### src/rtl/accumulator_pkg.sv
// Shared definitions for the 4-bit burst accumulator: data and counter
// widths plus the FSM state encoding.
package accumulator_pkg;

  localparam int DATA_W = 4;  // operand / accumulator width
  localparam int CNT_W  = 4;  // op counter and carry counter width

  typedef enum logic [1:0] {
    IDLE = 2'd0,
    LOAD = 2'd1,
    HOLD = 2'd2
  } state_t;

endpackage

### src/rtl/accumulator_4bit_if.sv
// Handshake bundle for accumulator_4bit.
//   start      : begins a burst (honoured only while idle)
//   in_valid   : operand beat present        in_ready  : beat accepted this cycle
//   A, Cin     : operand and carry-in
//   out_valid  : result present              out_ready : consumer takes result
//   S          : low nibble of the total     CarryCnt  : upper nibble (carry count)
//   busy       : block is not idle
// master = operand producer / result consumer, slave = the accumulator.
interface accumulator_4bit_if;
  import accumulator_pkg::*;

  logic              start;
  logic              in_valid;
  logic              in_ready;
  logic [DATA_W-1:0] A;
  logic              Cin;
  logic              out_valid;
  logic              out_ready;
  logic [DATA_W-1:0] S;
  logic [CNT_W-1:0]  CarryCnt;
  logic              busy;

  modport master (
    output start, in_valid, A, Cin, out_ready,
    input  in_ready, out_valid, S, CarryCnt, busy
  );

  modport slave (
    input  start, in_valid, A, Cin, out_ready,
    output in_ready, out_valid, S, CarryCnt, busy
  );
endinterface

### src/rtl/accumulator_4bit_adder.sv
// FullAdder4bit: gate-level ripple-carry adder, S = A + B + Cin, with the
// carry out of the top bit on Cout.
//   A, B : operands      Cin  : carry in
//   S    : sum           Cout : carry out
module FullAdder4bit
  import accumulator_pkg::*;
(
  input  logic [DATA_W-1:0] A,
  input  logic [DATA_W-1:0] B,
  input  logic              Cin,
  output logic [DATA_W-1:0] S,
  output logic              Cout
);

  logic [DATA_W:0] c;

  assign c[0] = Cin;

  for (genvar i = 0; i < DATA_W; i++) begin : g_bit
    assign S[i]   = A[i] ^ B[i] ^ c[i];
    assign c[i+1] = (A[i] & B[i]) | (c[i] & (A[i] ^ B[i]));
  end

  assign Cout = c[DATA_W];

endmodule

### src/rtl/accumulator_4bit.sv
// accumulator_4bit: sums N_OPS operand beats (A + Cin each) per burst.
// The total is reported as CarryCnt*16 + S once out_valid rises, and is
// held until the consumer asserts out_ready.
//   clk, rst : rising-edge clock, asynchronous active-high reset
//   bus      : accumulator_4bit_if.slave (start, operand and result handshakes)
// Parameter N_OPS: operands per burst, legal range 1..15 (keeps CarryCnt
// from wrapping, so no saturation is needed).
module accumulator_4bit
  import accumulator_pkg::*;
#(
  parameter int N_OPS = 4
) (
  input  logic               clk,
  input  logic               rst,
  accumulator_4bit_if.slave  bus
);

  localparam logic [CNT_W-1:0] LAST_OP = CNT_W'(N_OPS - 1);

  state_t            state, state_nxt;
  logic [DATA_W-1:0] acc;
  logic [CNT_W-1:0]  carry_cnt;
  logic [CNT_W-1:0]  op_cnt;
  logic [DATA_W-1:0] sum;
  logic              cout;
  logic              accept;
  logic              clear;

  // The only adder on the data path.
  FullAdder4bit u_adder (
    .A    (acc),
    .B    (bus.A),
    .Cin  (bus.Cin),
    .S    (sum),
    .Cout (cout)
  );

  // in_ready comes from registered state alone, so accept has no
  // combinational loop back through the producer.
  assign accept = bus.in_valid && (state == LOAD);
  assign clear  = bus.start && (state == IDLE);

  // NOTE: sequential state uses non-blocking assignments so every register
  // samples pre-edge values, independent of statement order.
  always_ff @(posedge clk or posedge rst) begin
    if (rst) state <= IDLE;
    else     state <= state_nxt;
  end

  // NOTE: state_nxt gets a default before the case so no path leaves it
  // unassigned, which would otherwise infer a latch.
  always_comb begin
    state_nxt = state;
    case (state)
      IDLE:    if (bus.start) state_nxt = LOAD;
      LOAD:    if (accept && (op_cnt == LAST_OP)) state_nxt = HOLD;
      HOLD:    if (bus.out_ready) state_nxt = IDLE;
      default: state_nxt = IDLE;
    endcase
  end

  // Accumulator, carry counter and op counter. They move together only on
  // an accepted beat; in HOLD nothing changes, so the result stays stable
  // under backpressure.
  always_ff @(posedge clk or posedge rst) begin
    if (rst) begin
      acc       <= '0;
      carry_cnt <= '0;
      op_cnt    <= '0;
    end else if (clear) begin
      acc       <= '0;
      carry_cnt <= '0;
      op_cnt    <= '0;
    end else if (accept) begin
      acc       <= sum;
      carry_cnt <= carry_cnt + {{(CNT_W-1){1'b0}}, cout};
      op_cnt    <= op_cnt + {{(CNT_W-1){1'b0}}, 1'b1};
    end
  end

  assign bus.in_ready  = (state == LOAD);
  assign bus.out_valid = (state == HOLD);
  assign bus.busy      = (state != IDLE);
  // The running value is always visible; out_valid qualifies it.
  assign bus.S         = acc;
  assign bus.CarryCnt  = carry_cnt;

endmodule

### src/flat_wrapper.sv
// flat-port wrapper written by rule: the top's interface ports become plain ports
module accumulator_4bit_flat import accumulator_pkg::*;
#(
  parameter int N_OPS = 4
)
  (clk, rst, bus_start, bus_in_valid, bus_A, bus_Cin, bus_out_ready, bus_in_ready, bus_out_valid, bus_S, bus_CarryCnt, bus_busy);
  accumulator_4bit_if bus_i ();
  input  logic clk;
  input  logic rst;
  input wire logic [$bits(bus_i.start)-1:0] bus_start;
  input wire logic [$bits(bus_i.in_valid)-1:0] bus_in_valid;
  input wire logic [$bits(bus_i.A)-1:0] bus_A;
  input wire logic [$bits(bus_i.Cin)-1:0] bus_Cin;
  input wire logic [$bits(bus_i.out_ready)-1:0] bus_out_ready;
  output wire logic [$bits(bus_i.in_ready)-1:0] bus_in_ready;
  output wire logic [$bits(bus_i.out_valid)-1:0] bus_out_valid;
  output wire logic [$bits(bus_i.S)-1:0] bus_S;
  output wire logic [$bits(bus_i.CarryCnt)-1:0] bus_CarryCnt;
  output wire logic [$bits(bus_i.busy)-1:0] bus_busy;
  assign bus_i.start = bus_start;
  assign bus_i.in_valid = bus_in_valid;
  assign bus_i.A = bus_A;
  assign bus_i.Cin = bus_Cin;
  assign bus_i.out_ready = bus_out_ready;
  assign bus_in_ready = bus_i.in_ready;
  assign bus_out_valid = bus_i.out_valid;
  assign bus_S = bus_i.S;
  assign bus_CarryCnt = bus_i.CarryCnt;
  assign bus_busy = bus_i.busy;
  accumulator_4bit #(.N_OPS(N_OPS)) u_core (.clk(clk), .rst(rst), .bus(bus_i));
endmodule
### config.mk
export PLATFORM = sky130hd
export DESIGN_NAME = accumulator_4bit_flat
export DESIGN_NICKNAME = d
export VERILOG_FILES = /design/src/rtl/accumulator_pkg.sv /design/src/rtl/accumulator_4bit_if.sv /design/src/rtl/accumulator_4bit_adder.sv /design/src/rtl/accumulator_4bit.sv /design/src/flat_wrapper.sv
export SDC_FILE = /design/constraint.sdc
export NUM_CORES = 1
export LEC_CHECK = 0
export CAP_MARGIN = 20
export CORE_ASPECT_RATIO = 1.25
export CORE_MARGIN = 3
export CORE_UTILIZATION = 45
export CTS_CLUSTER_DIAMETER = 150
export CTS_CLUSTER_SIZE = 16
export DETAILED_ROUTE_END_ITERATION = 12
export DONT_BUFFER_PORTS = 1
export GPL_ROUTABILITY_DRIVEN = 0
export PLACE_DENSITY = 0.59
export SYNTH_ARGS = -nofsm -noshare
export SYNTH_HDL_FRONTEND = slang
export SYNTH_SLANG_ARGS = --single-unit
### constraint.sdc
create_clock -name clk -period 2.9 [get_ports clk]
set_input_delay 0.29 -clock clk [delete_from_list [all_inputs] [get_ports clk]]
set_output_delay 0.29 -clock clk [all_outputs]
set_load 0.03 [all_outputs]
==> impl_metrics.tcl <==
set metrics [dict create \
    synth-edff-count 0 \
    track_usage 0.132 \
    rsz0062_at_grt "false" \
    ys_top_cells_by_count "dfrtp_1, inv_1, a22o_1, fa_1" \
    grt_pass1_vias 511 \
    syn_area_per_cell_um2 12.5 \
    start_util 0.482 \
    ys_ff_latch 14 \
    whs_endpoint "u_core.bus.S[2]" \
    worstReg2RegStart "u_core.bus.S[1]" \
    hold_viol 0 \
    nFillCells 157 \
    yosysTopAreaCellShare 0.454 \
    tightest_slew_ns 0.725 \
    multiInputGateArea_um2 380 \
    path_max_fanout 3 \
    area_delta_synth_final_pct 6.65 \
    cts_setup_buffers 0 \
    end_kind "flop" \
    critPathTopFamily "adder cells" \
    seqPwrFrac 0.480 \
    numCtsBuffers 3 \
    irDropWorstVdd_v 0.000480 \
    critPathMostFrequentCell "fa_1" \
    postPlaceCellArea_um2 791 \
    dpl.cell_count 80 \
    synth-seq-area-share 0.454 \
    synth_ff_type "dfrtp_1" \
    layout.nets 85 \
    r2r_cells 10 \
    min_path_type "primary input to flop" \
    cpPeakStageDelay_ns 0.54 \
    grt_max_degree 15 \
    startpoint_type "flop" \
    p_clk_frac 0.131 \
    async_flop_share 1.00 \
    p_leak_nw 0.421 \
    synth.cell_area_um2 772 \
    seqCellArea_um2 350 \
    drt_first_pass_iters 3 \
    avgRoutedWirePerCell_um 15.5 \
    drv_slew 0 \
    diodes 0 \
    ant_nets 0 \
    holdWs_ns 0.183 \
    crit_arrival_ns 2.67 \
    synthTopCellsByArea "dfrtp_1, fa_1, a22o_1, ha_1, inv_1" \
    die-area_mm2 0.00225 \
    io_buffer_count 0 \
    viasPerCell 5.75 \
    yosysUniqueCellTypes 24 \
    io-pin-count 21 \
    final_cells 84 \
    power_density_mw_per_mm2 1030 \
    setup-violations-final 0 \
    dieWidth_um 43.0 \
    synth_most_common_cell "dfrtp_1" \
    fin_ws_ns 0.376 \
    clk_pin_slew_ns 0.09 \
    grt_pass1_wl_um 2210 \
    required_ns 3.05 \
    cts_tree "done" \
    timing.slew.headroom 0.515 \
    antenna_found_initial 0 \
    synthCells 62 \
    preCtsSetupSlack_ns 0.391 \
    r2r_end "u_core.bus.CarryCnt[2]" \
    combPwrFrac 0.389 \
    vias 483 \
    die_y_um 52.3 \
    worstHoldPathCells 2 \
    clock_skew_ns 0.00343 \
    cap_violations 0 \
    root_buffer "clkbuf_4" \
    p_sw_frac 0.460 \
    synth_area_leader_cell "dfrtp_1" \
    path_cells "inv_1, fa_1, fa_1, inv_1, fa_1, ha_1, ha_1, nand4b_1, xor2_1, nor2_1" \
    fmax_ghz 0.396 \
    layout_worst_path_cycle_share 0.870 \
    drcViolationCount 0 \
    cts_max_path_buffers 2 \
    syn_nets 79 \
    p_int_w 0.000458 \
    fin_area_um2 823 \
    fin_setup_tns_ns 0 \
    clock_latency_ns 0.28 \
    coreArea_mm2 0.00160 \
    crit_slowest_cell "dfrtp_1" \
    numClockSinks 14 \
    row_count 16 \
    postRouteWirelength_um 1300 \
    cts_htree_levels 1 \
    drive_above_1_share 0.167 \
    grt-ovfl-total 0 \
    drtIter0Drc 2 \
    crit_type "flop to flop" \
    r2r_slack_ns 0.38 \
    p_sw_w 0.000389 \
    status "finished, final reports clean" \
    min_period_ns 2.52 \
    path_buf_inv 2 \
    min_from "bus_in_valid" \
    yosysWarnings 0 \
]
## repair_timing
action,CTS,global route
setup endpoints to repair,0,0
resized for setup,0,0
endpoints found under the hold margin,14,0
hold buffers,1,0
## metal layers
metal,global-route usage,wire length [µm],part of all wire,vias to the layer above
li1,-,-,-,225
met1,0.166,610,0.47,238
met2,0.193,571,0.44,18
met3,0.0412,103,0.079,2
met4,0.0905,17,0.013,0
met5,0,0,0,-
## through the flow
| stage | total power (W) | utilization |
|---|---|---|
| after CTS | 0.000858 | 0.514 |
| after global routing | 0.000909 | 0.514 |
| after floorplan | 0.000679 | - |
| after detailed placement | 0.000743 | 0.494 |
| after global placement | 0.000736 | 0.494 |
| final | 0.000847 | 0.514 |
## power groups by stage
stage          clock [W]  combinational (W)  sequential, W
2_1_floorplan          0           0.000270       0.000409
3_3_place_gp           0           0.000323       0.000413
3_5_place_dp           0           0.000331       0.000412
4_1_cts         0.000115           0.000335       0.000408
5_1_grt         0.000121           0.000370       0.000418
6_report        0.000111           0.000330       0.000407
## sequential cells by signal (all words and copies together) (netlist names)
signal	flops
u_core.bus.CarryCnt	4
u_core.bus.S	4
u_core.op_cnt	4
u_core.state	2
## how the worst max path moves through the flow
stage	startpoint	to	slack, ns	depth (start not counted)
floorplan	u_core.bus.S[0]	u_core.bus.CarryCnt[2]	0.39	11
global placement	u_core.bus.S[0]	u_core.bus.CarryCnt[2]	0.42	11
CTS	u_core.bus.S[0]	u_core.bus.CarryCnt[2]	0.37	11
detailed placement	u_core.bus.S[0]	u_core.bus.CarryCnt[2]	0.39	11
global route	u_core.bus.S[1]	u_core.bus.CarryCnt[2]	0.20	10
finish	u_core.bus.S[1]	u_core.bus.CarryCnt[2]	0.38	10
## layout make-up
type / instances / share of cell area
multi-input cells: 39 / 0.462
well taps: 18 / 0.0274
clock buffers: 3 / 0.0274
repair buffers: 2 / 0.0213
flip-flops and latches: 14 / 0.426
inverters: 8 / 0.0365
## cells by family after synthesis
logic type,count (synthesis),synth area share
flip-flops,14,0.454
multiplexers,3,0.0454
adder cells (fa/ha/maj),7,0.152
AO/OA/AOI/OAI,9,0.102
XOR/XNOR,2,0.0227
AND/OR/NAND/NOR,18,0.170
buffers and inverters,9,0.0535
## cell usage in the layout, fill, tap and decap left out, types with 3 or more instances in the layout
cell type and count:
inv_1 8, dfrtp_1 14, a22o_1 5, clkbuf_4 3, fa_1 4, ha_1 3
nor2_1 3, nand2_1 3
Note: power is estimated with default switching activity, not from simulation.
